**config.mk**
```make
export PLATFORM = sky130hd
export DESIGN_NAME = fetch_branch_unit
export DESIGN_NICKNAME = d
export VERILOG_FILES = /design/src/rtl/fetch_branch_unit.sv
export SDC_FILE = /design/constraint.sdc
export NUM_CORES = 1
export LEC_CHECK = 0
export ABC_CLOCK_PERIOD_IN_PS = 3200
export CORE_AREA = 5 5 61 85
export CTS_CLUSTER_SIZE = 30
export DETAILED_ROUTE_END_ITERATION = 6
export DIE_AREA = 0 0 66 90
export PLACE_DENSITY = 0.8
export SETUP_SLACK_MARGIN = 0.4
export SLEW_MARGIN = 20
export SYNTH_ARGS = -nofsm -noshare
export SYNTH_HDL_FRONTEND = slang
export SYNTH_SLANG_ARGS = --single-unit
export TNS_END_PERCENT = 1
```
**constraint.sdc**
```tcl
create_clock -name clk -period 3.2 [get_ports clk]
set_input_delay 0.64 -clock clk [delete_from_list [all_inputs] [get_ports clk]]
set_output_delay 0.64 -clock clk [all_outputs]
set_load 0.005 [all_outputs]
```
**src/rtl/fetch_branch_unit.sv**
```systemverilog
// Fetch/branch stage: FETCH->LATCH->ISSUE->WAIT_EXEC, one instruction in flight, min 4 cycles each.
// ir is held in ISSUE until ir_ready; next PC is chosen in the exec_done cycle from status/rd_val.
module fetch_branch_unit #(
  parameter int              PC_W     = 8,
  parameter logic [PC_W-1:0] RESET_PC = '0
) (
  input  logic            clk,
  input  logic            reset,
  input  logic [15:0]     mem_rdata,
  output logic [PC_W-1:0] mem_addr,
  output logic            mem_read,
  output logic [15:0]     ir,
  output logic            ir_valid,
  input  logic            ir_ready,
  input  logic            exec_done,
  input  logic [2:0]      status,
  input  logic [15:0]     rd_val,
  output logic [PC_W-1:0] link_pc,
  output logic            halt
);

  typedef enum logic [2:0] {
    S_RESET,
    S_FETCH,
    S_LATCH,
    S_ISSUE,
    S_WAIT,
    S_HALT
  } state_t;

  typedef struct packed {
    logic [2:0] opcode;
    logic [1:0] op;
    logic [2:0] cond;
    logic [7:0] imm8;
  } instr_t;

  localparam logic [2:0] OPC_BRANCH = 3'b001;
  localparam logic [2:0] OPC_LINK   = 3'b010;
  localparam logic [2:0] OPC_HALT   = 3'b111;

  state_t          state_q, state_d;
  logic [PC_W-1:0] pc_q, pc_d;
  logic [15:0]     ir_q, ir_d;
  logic            ir_valid_q, ir_valid_d;
  logic            halt_q, halt_d;

  instr_t          ir_f;
  logic [PC_W-1:0] sximm;
  logic [PC_W-1:0] pc_rel;
  logic [PC_W-1:0] next_pc;
  logic            flag_z, flag_n, flag_v;
  logic            cond_true;
  logic            unused_rd_hi;

  assign ir_f   = instr_t'(ir_q);
  assign sximm  = PC_W'($signed(ir_f.imm8));
  assign pc_rel = pc_q + sximm;
  assign flag_z = status[0];
  assign flag_n = status[1];
  assign flag_v = status[2];
  assign unused_rd_hi = ^rd_val[15:PC_W];

  always_comb begin
    cond_true = 1'b0;
    case (ir_f.cond)
      3'b000:  cond_true = 1'b1;
      3'b001:  cond_true = flag_z;
      3'b010:  cond_true = !flag_z;
      3'b011:  cond_true = flag_n ^ flag_v;
      3'b100:  cond_true = (flag_n ^ flag_v) | flag_z;
      default: cond_true = 1'b0;
    endcase
  end

  // pc already points one past the instruction, so relative targets add to pc_q directly
  always_comb begin
    next_pc = pc_q;
    if (ir_f.opcode == OPC_BRANCH && ir_f.op == 2'b00) begin
      if (cond_true) next_pc = pc_rel;
    end else if (ir_f.opcode == OPC_LINK) begin
      case (ir_f.op)
        2'b11:         next_pc = pc_rel;
        2'b00, 2'b10:  next_pc = rd_val[PC_W-1:0];
        default:       next_pc = pc_q;
      endcase
    end
  end

  always_comb begin
    state_d    = state_q;
    pc_d       = pc_q;
    ir_d       = ir_q;
    ir_valid_d = ir_valid_q;
    halt_d     = halt_q;
    case (state_q)
      S_RESET: state_d = S_FETCH;
      S_FETCH: state_d = S_LATCH;
      S_LATCH: begin
        ir_d = mem_rdata;
        pc_d = pc_q + PC_W'(1);
        if (mem_rdata[15:13] == OPC_HALT) begin
          state_d = S_HALT;
          halt_d  = 1'b1;
        end else begin
          state_d    = S_ISSUE;
          ir_valid_d = 1'b1;
        end
      end
      S_ISSUE: begin
        if (ir_valid_q && ir_ready) begin
          ir_valid_d = 1'b0;
          state_d    = S_WAIT;
        end
      end
      S_WAIT: begin
        if (exec_done) begin
          pc_d    = next_pc;
          state_d = S_FETCH;
        end
      end
      S_HALT:  state_d = S_HALT;
      default: state_d = S_RESET;
    endcase
  end

  always_ff @(posedge clk) begin
    if (reset) begin
      state_q    <= S_RESET;
      pc_q       <= RESET_PC;
      ir_q       <= '0;
      ir_valid_q <= 1'b0;
      halt_q     <= 1'b0;
    end else begin
      state_q    <= state_d;
      pc_q       <= pc_d;
      ir_q       <= ir_d;
      ir_valid_q <= ir_valid_d;
      halt_q     <= halt_d;
    end
  end

  assign mem_addr = pc_q;
  assign link_pc  = pc_q;
  assign mem_read = (state_q == S_FETCH);
  assign ir       = ir_q;
  assign ir_valid = ir_valid_q;
  assign halt     = halt_q;

endmodule
```
# Yosys cells after proc, flatten, opt, wreduce, memory -nomap -nowiden
# Cells that the tools add are included.
# Widths: inputs -> output; s select.
dict set report word_totals {
  ff_bits 29
  wordCells 56
  output_inout_bits 35
  input_bits 39
}
dict set report op_classes {
  add_sub_neg 2
  bitwise_logic 2
  reduce_logical 13
  mux 14
  n_eq_ne 20
}
# op count
set op_table {}
lappend op_table {{$mux 8} 4}
lappend op_table {{$pmux 8 s2} 2}
lappend op_table {{$pmux 3 s6} 1}
lappend op_table {{$eq 3x2->1 const B} 5}
lappend op_table {{$eq 3x3->1 const B} 4}
lappend op_table {{$eq 3x1->1 const B} 3}
lappend op_table {{$mux 3} 3}
lappend op_table {{$add 8x1->8 const B} 1}
lappend op_table {{$add 8x8->8} 1}
lappend op_table {{$logic_not 3->1} 2}
lappend op_table {{$ne 2x2->1 const B} 3}
lappend op_table {{$ne 3x3->1 const B} 2}
lappend op_table {{$pmux 1 s5} 1}
lappend op_table {{$reduce_and 5->1} 1}
lappend op_table {{$eq 2x2->1 const B} 2}
lappend op_table {{$ne 4x2->1 const B} 1}
lappend op_table {{$reduce_and 2->1} 2}
lappend op_table {{$reduce_bool 2->1} 2}
lappend op_table {{$reduce_and 3->1} 1}
lappend op_table {{$logic_and 1x1->1} 2}
lappend op_table {{$logic_not 2->1} 1}
lappend op_table {{$mux 1} 2}
lappend op_table {{$pmux 1 s2} 1}
lappend op_table {{$reduce_or 2->1} 1}
lappend op_table {{3 further kinds} 3}

# Logic depth before layout (Yosys ltp)
dict set report logic_depth {
  ltp_word 7
  ltp_mapped 9
  depth_no_buf 9
}

# Worst setup path before layout
# Ideal clock, no wire load.
dict set report synth_path {
  path_type {reg2reg}
  startpoint {register pc_q[0], in the netlist link_pc[0]}
  endpoint {register pc_q[6], in the netlist link_pc[6]}
  stages_incl_launch_ff 10
  path_slack_ns 1.158
  setup_ns 0.096
  period_less_slack_ns 2.042
  arrival_ns 1.946
  path_cell_list {dfxtp_1 -> ha_1 -> inv_1 -> fa_1 -> nand2b_1 -> a21oi_1 -> o22ai_1 -> xor2_1 -> o211a_1 -> o41ai_2}
}
dict set report synth_between {
  elab_chain_cells 6
  elab_cells_between_ends 8
  classes_between {add/sub (2); mux (6)}
}
# item line_no
set synth_lines {}
lappend synth_lines {{start: declaration} 43} ;# logic [PC_W-1:0] pc_q, pc_d;
lappend synth_lines {{start signal: assignment} 136} ;# pc_q <= pc_d;
lappend synth_lines {{$add 8x8->8} 58} ;# assign pc_rel = pc_q + sximm;
lappend synth_lines {{$pmux 8 s2} 82} ;# case (ir_f.op)
lappend synth_lines {{$mux 8} 81} ;# end else if (ir_f.opcode == OPC_LINK) begin
lappend synth_lines {{$mux 8} 79} ;# if (ir_f.opcode == OPC_BRANCH && ir_f.op == 2'b00) begin
lappend synth_lines {{$mux 8} 117} ;# if (exec_done) begin
lappend synth_lines {{$pmux 8 s2 *} 96} ;# case (state_q)
# Mark *: on every way between the ends. The rest lies on a longest branch, timed or not. The select of a mux whose other input is x is not followed.
# A chain may end at the register's enable or synchronous reset.

# Worst setup path in the final report
# Same ends and word-level chain as after synthesis.

==> results summary <==
The worst clock skew on the final layout is around 6.4 ps. The switching power came out at 0.256 mW. The class of the worst hold path is reg2reg. Setup repair after global routing left no endpoint under its margin.

Buffers inserted to repair hold after CTS numbered 0. The number of standard-cell rows in the floorplan is 29. The largest stage delay on the critical path came out at between 400 and 500 ps. The internal power came out at 0.654 mW.

The critical path data required time came out at 3390 ps. The total core area is 4390 um^2. The post-cts gate resize count came out at 0. The DRC violation total after the first TritonRoute iteration came out at 76.

The total nets after synthesis came out at between 200 and 300. After global routing the overflow that remains totals 0. The first global-routing pass estimated 8010 um of wire. Fill cells in the final layout number 426. Setup violations remaining at the end of the flow were counted as 0.

Along the worst path, the maximum fanout reaches 7. The number of global-route vias before repair is 1824. The maximum number of pins on one net before global-route repair is 18.

After the last flow step, the layout net total stands at 344. The initial utilization of the core area, before any placement, comes to 0.424. The number of search-and-repair iterations in the first detailed-routing pass came out at 4. The overall power after layout came out at 0.910 mW.

The share of total power dissipated in the clock network is 0.315. The worst-margin pin slew came out at a little over 1000 ps. The final max-slew violation count came to 0. The count of buffers added by post-CTS timing repair for setup is 0. Yosys mapped a number of flops with a built-in enable equal to 0. The combined global-route utilization of all metal layers is 0.167. The number of violations of the max-capacitance limit is 0. The critical path capture point type is a flip-flop. The final cell area excluding filler cells came out at 2560 um^2. The die span in y is around 90 um.

The share of layout cells above drive strength 1 is 0.0505. The post-detailed-routing wire length came out at just under 5000 um. The count of endpoints failing hold in the final timing report came out at 0. Once placement finished, the instance area stood at 2480 um^2. The average detailed-routed wire length per instance came out at 13.4 um. The share of the yosys chip area belonging to registers is 0.312. The total clock sinks came out at 29. The synthesized design contains 29 register bits. The detail route stage leaves a number of antenna-violating nets equal to 0. In the final timing run, aggregate negative setup slack is 0 ps.

The number of antenna diodes in the final layout is 0. The die span in x is 66 um. Measured against its own limit, the worst slew margin works out to 0.322.

The number of buffers on the longest clock path came out at 2. The post-detailed-route via-to-cell ratio is 5.18. The distinct cell type count of the synthesized netlist came out at 46.

The highest attainable clock frequency came out at 432 MHz. After synthesis the cells add up to 1860 um^2. In this run the count of I/O pins placed on the die edge is 74.

The layout overhead on the synthesized area is 37.5%. The count of buffers added on input and output ports is 65. The total vias in the final route is 1861. For this run, the leading register cell type out of synthesis is sky130_fd_sc_hd__dfxtp_1. For this design, the slowest cell found on the critical path is sky130_fd_sc_hd__dfxtp_1.

The kind of cell with the highest combined delay along the critical path is compound AO/OA/AOI/OAI gates. The count of unresolved DRC violations after routing is 0. In this run the power density over the cells is 355 nW/um^2.

The clock-pin slew reported for the worst setup and hold paths after clock tree synthesis is 60 ps. The root buffer cell chosen for the clock tree is sky130_fd_sc_hd__clkbuf_8. The half-perimeter wire length of the detailed placement result came out at approximately 3500 um. Of the available clock period, the critical path in the final layout requires 0.723.

STA classifies the critical path startpoint as a flip-flop. The TritonCTS clock tree is built. The area of the die is 5940 um^2. The post-synthesis instance total came out at roughly 240. Of the total power, combinational logic draws 0.232. The flow ran to the end, and the final reports show no timing, DRC or antenna violations. The minimum clock period is 2310 ps.

A synthesized cell averages approximately 7.7 um^2. The setup path with the least slack is of type reg2reg. The clock network latency to the later pin of the worst-skew pair is 280 ps. The arrival time of the worst setup path is between 2000 and 3000 ps.

In this run the static leakage power is roughly 0.91 nW. The share of total power dissipated in sequential elements is 0.453. The number of buffers created by CTS is 5. Counting flops with an async set or reset pin after synthesis yields a share of 0. The number of buffers and inverters on the critical path is 1. The weighted congestion reported at the end of routability-driven placement is 0.844. Walking the worst path, the cells encountered are ha_1 -> inv_1 -> fa_1 -> nand2b_1 -> a21oi_1 -> o22ai_1 -> xor2_1 -> o211a_1 -> o41ai_2.

The number of H-tree branching levels came out at 2. The fraction of power spent switching nets is 0.281. Yosys printed 0 warnings. The maximum resistive drop on vdd is 0.263 mV. The number of antenna violations at the first check in global routing came out at 0.
## synthesized netlist by cell type (2+ instances only)
master / count / area (um^2)
sky130_fd_sc_hd__a211o_1: 3 / 26.3
sky130_fd_sc_hd__a21o_1: 3 / 22.5
sky130_fd_sc_hd__a21oi_1: 33 / 165
sky130_fd_sc_hd__a221oi_1: 2 / 17.5
sky130_fd_sc_hd__a31oi_1: 4 / 25.0
sky130_fd_sc_hd__and2_1: 2 / 12.5
sky130_fd_sc_hd__buf_4: 9 / 67.6
sky130_fd_sc_hd__buf_6: 2 / 22.5
sky130_fd_sc_hd__clkbuf_1: 10 / 37.5
sky130_fd_sc_hd__dfxtp_1: 29 / 581
sky130_fd_sc_hd__ha_1: 8 / 100
sky130_fd_sc_hd__inv_1: 4 / 15.0
sky130_fd_sc_hd__mux2i_1: 6 / 60.1
sky130_fd_sc_hd__nand2_1: 43 / 161
sky130_fd_sc_hd__nand2b_1: 6 / 37.5
sky130_fd_sc_hd__nand3_1: 4 / 20.0
sky130_fd_sc_hd__nand3b_1: 4 / 30.0
sky130_fd_sc_hd__nor2_1: 22 / 82.6
sky130_fd_sc_hd__nor2b_1: 3 / 18.8
sky130_fd_sc_hd__nor3_1: 5 / 25.0
sky130_fd_sc_hd__nor3b_1: 2 / 15.0
sky130_fd_sc_hd__o21ai_0: 5 / 25.0
sky130_fd_sc_hd__o21ai_1: 6 / 30.0
sky130_fd_sc_hd__or2_2: 2 / 12.5
sky130_fd_sc_hd__xnor2_1: 3 / 26.3
sky130_fd_sc_hd__xor2_1: 3 / 26.3
## cells by family (layout without fill, tap and decap cells)
family | Yosys count | after routing | synth area share
muxes | 6 | 6 | 0.0322
AOI/OAI and AO/OA | 68 | 68 | 0.231
DFF | 29 | 29 | 0.312
adders and majority gates | 9 | 9 | 0.0645
xor gates and xnor gates | 6 | 6 | 0.0282
and+or+nand+nor | 99 | 99 | 0.253
buffers and inverters | 26 | 80 | 0.0792
## power groups by stage
stage	sequential (mW)	clock, mW	combinational [mW]
floorplan	0.410	0	0.121
global placement	0.419	0	0.210
detailed placement	0.420	0	0.213
CTS	0.413	0.293	0.214
global route	0.416	0.315	0.233
finish	0.412	0.287	0.211
## cells in the final DEF (no fill, tap or decap), types with 2 or more instances in the layout
cell type	n
sky130_fd_sc_hd__a211o_1	3
sky130_fd_sc_hd__a21oi_1	33
sky130_fd_sc_hd__xnor2_1	3
sky130_fd_sc_hd__o21ai_0	5
sky130_fd_sc_hd__o21ai_1	6
sky130_fd_sc_hd__a21o_1	3
sky130_fd_sc_hd__dfxtp_1	29
sky130_fd_sc_hd__xor2_1	3
sky130_fd_sc_hd__nor2_1	22
sky130_fd_sc_hd__clkbuf_1	3
sky130_fd_sc_hd__nand2b_1	6
sky130_fd_sc_hd__clkbuf_8	5
sky130_fd_sc_hd__clkdlybuf4s50_1	65
sky130_fd_sc_hd__mux2i_1	6
sky130_fd_sc_hd__nand2_1	43
sky130_fd_sc_hd__a31oi_1	4
sky130_fd_sc_hd__nand3b_1	4
sky130_fd_sc_hd__or2_2	2
sky130_fd_sc_hd__ha_1	8
sky130_fd_sc_hd__nand3_1	4
sky130_fd_sc_hd__and2_1	2
sky130_fd_sc_hd__buf_4	3
sky130_fd_sc_hd__inv_1	4
sky130_fd_sc_hd__nor3b_1	2
sky130_fd_sc_hd__a221oi_1	2
sky130_fd_sc_hd__nor3_1	5
sky130_fd_sc_hd__nor2b_1	3
## per-layer routing
| metal | GRT usage | up-vias | wire length (um) |
|---|---|---|---|
| li1 | - | 944 | - |
| met1 | 0.178 | 863 | 1980 |
| met2 | 0.307 | 52 | 2530 |
| met3 | 0.0499 | 2 | 266 |
| met4 | 0.0475 | 0 | 25 |
| met5 | 0 | - | 0 |
## flip-flops by register name, indices dropped and copies added (netlist names)
register,cells
halt,1
ir,16
ir_valid,1
link_pc,8
state_q,3
## stage by stage
step | hold slack (ps) | utilization | worst slack (ps) | instances
5_1_grt | 507 | 0.583 | 732 | 359
3_3_place_gp | 466 | 0.565 | 789 | 351
4_1_cts | 489 | 0.583 | 860 | 359
2_1_floorplan | 463 | - | 1160 | 243
3_5_place_dp | 476 | 0.565 | 754 | 351
6_report | 488 | 0.583 | 885 | 359
## worst paths after layout
| kind | cells past startpoint | endpoint | slack [ps] | start |
|---|---|---|---|---|
| worst max-delay path | 9 | link_pc[6]$_SDFFE_PP0P_ | 890 | link_pc[0]$_SDFFE_PP0P_ |
| worst min-delay path | 2 | ir[0]$_SDFFE_PP0P_ | 490 | ir[0]$_SDFFE_PP0P_ |
| worst max register to register | 9 | link_pc[6]$_SDFFE_PP0P_ | 890 | link_pc[0]$_SDFFE_PP0P_ |
| worst min register to register | 2 | ir[0]$_SDFFE_PP0P_ | 490 | ir[0]$_SDFFE_PP0P_ |
## final cells by class
class,instances,area (um^2),area share
timing repair buffer,68,673,0.263
inverter,4,15.0,0.00586
clock buffer,8,80.1,0.0313
multi-input combinational,188,1130,0.443
sequential,29,581,0.227
tap,62,77.6,0.0303
## tightest hold or removal path, cell delays in order (launching register included)
cell and delay (ps):
sky130_fd_sc_hd__dfxtp_1 330, sky130_fd_sc_hd__nand2_1 60, sky130_fd_sc_hd__a21oi_1 50
Power figures use the tool's default switching activity.
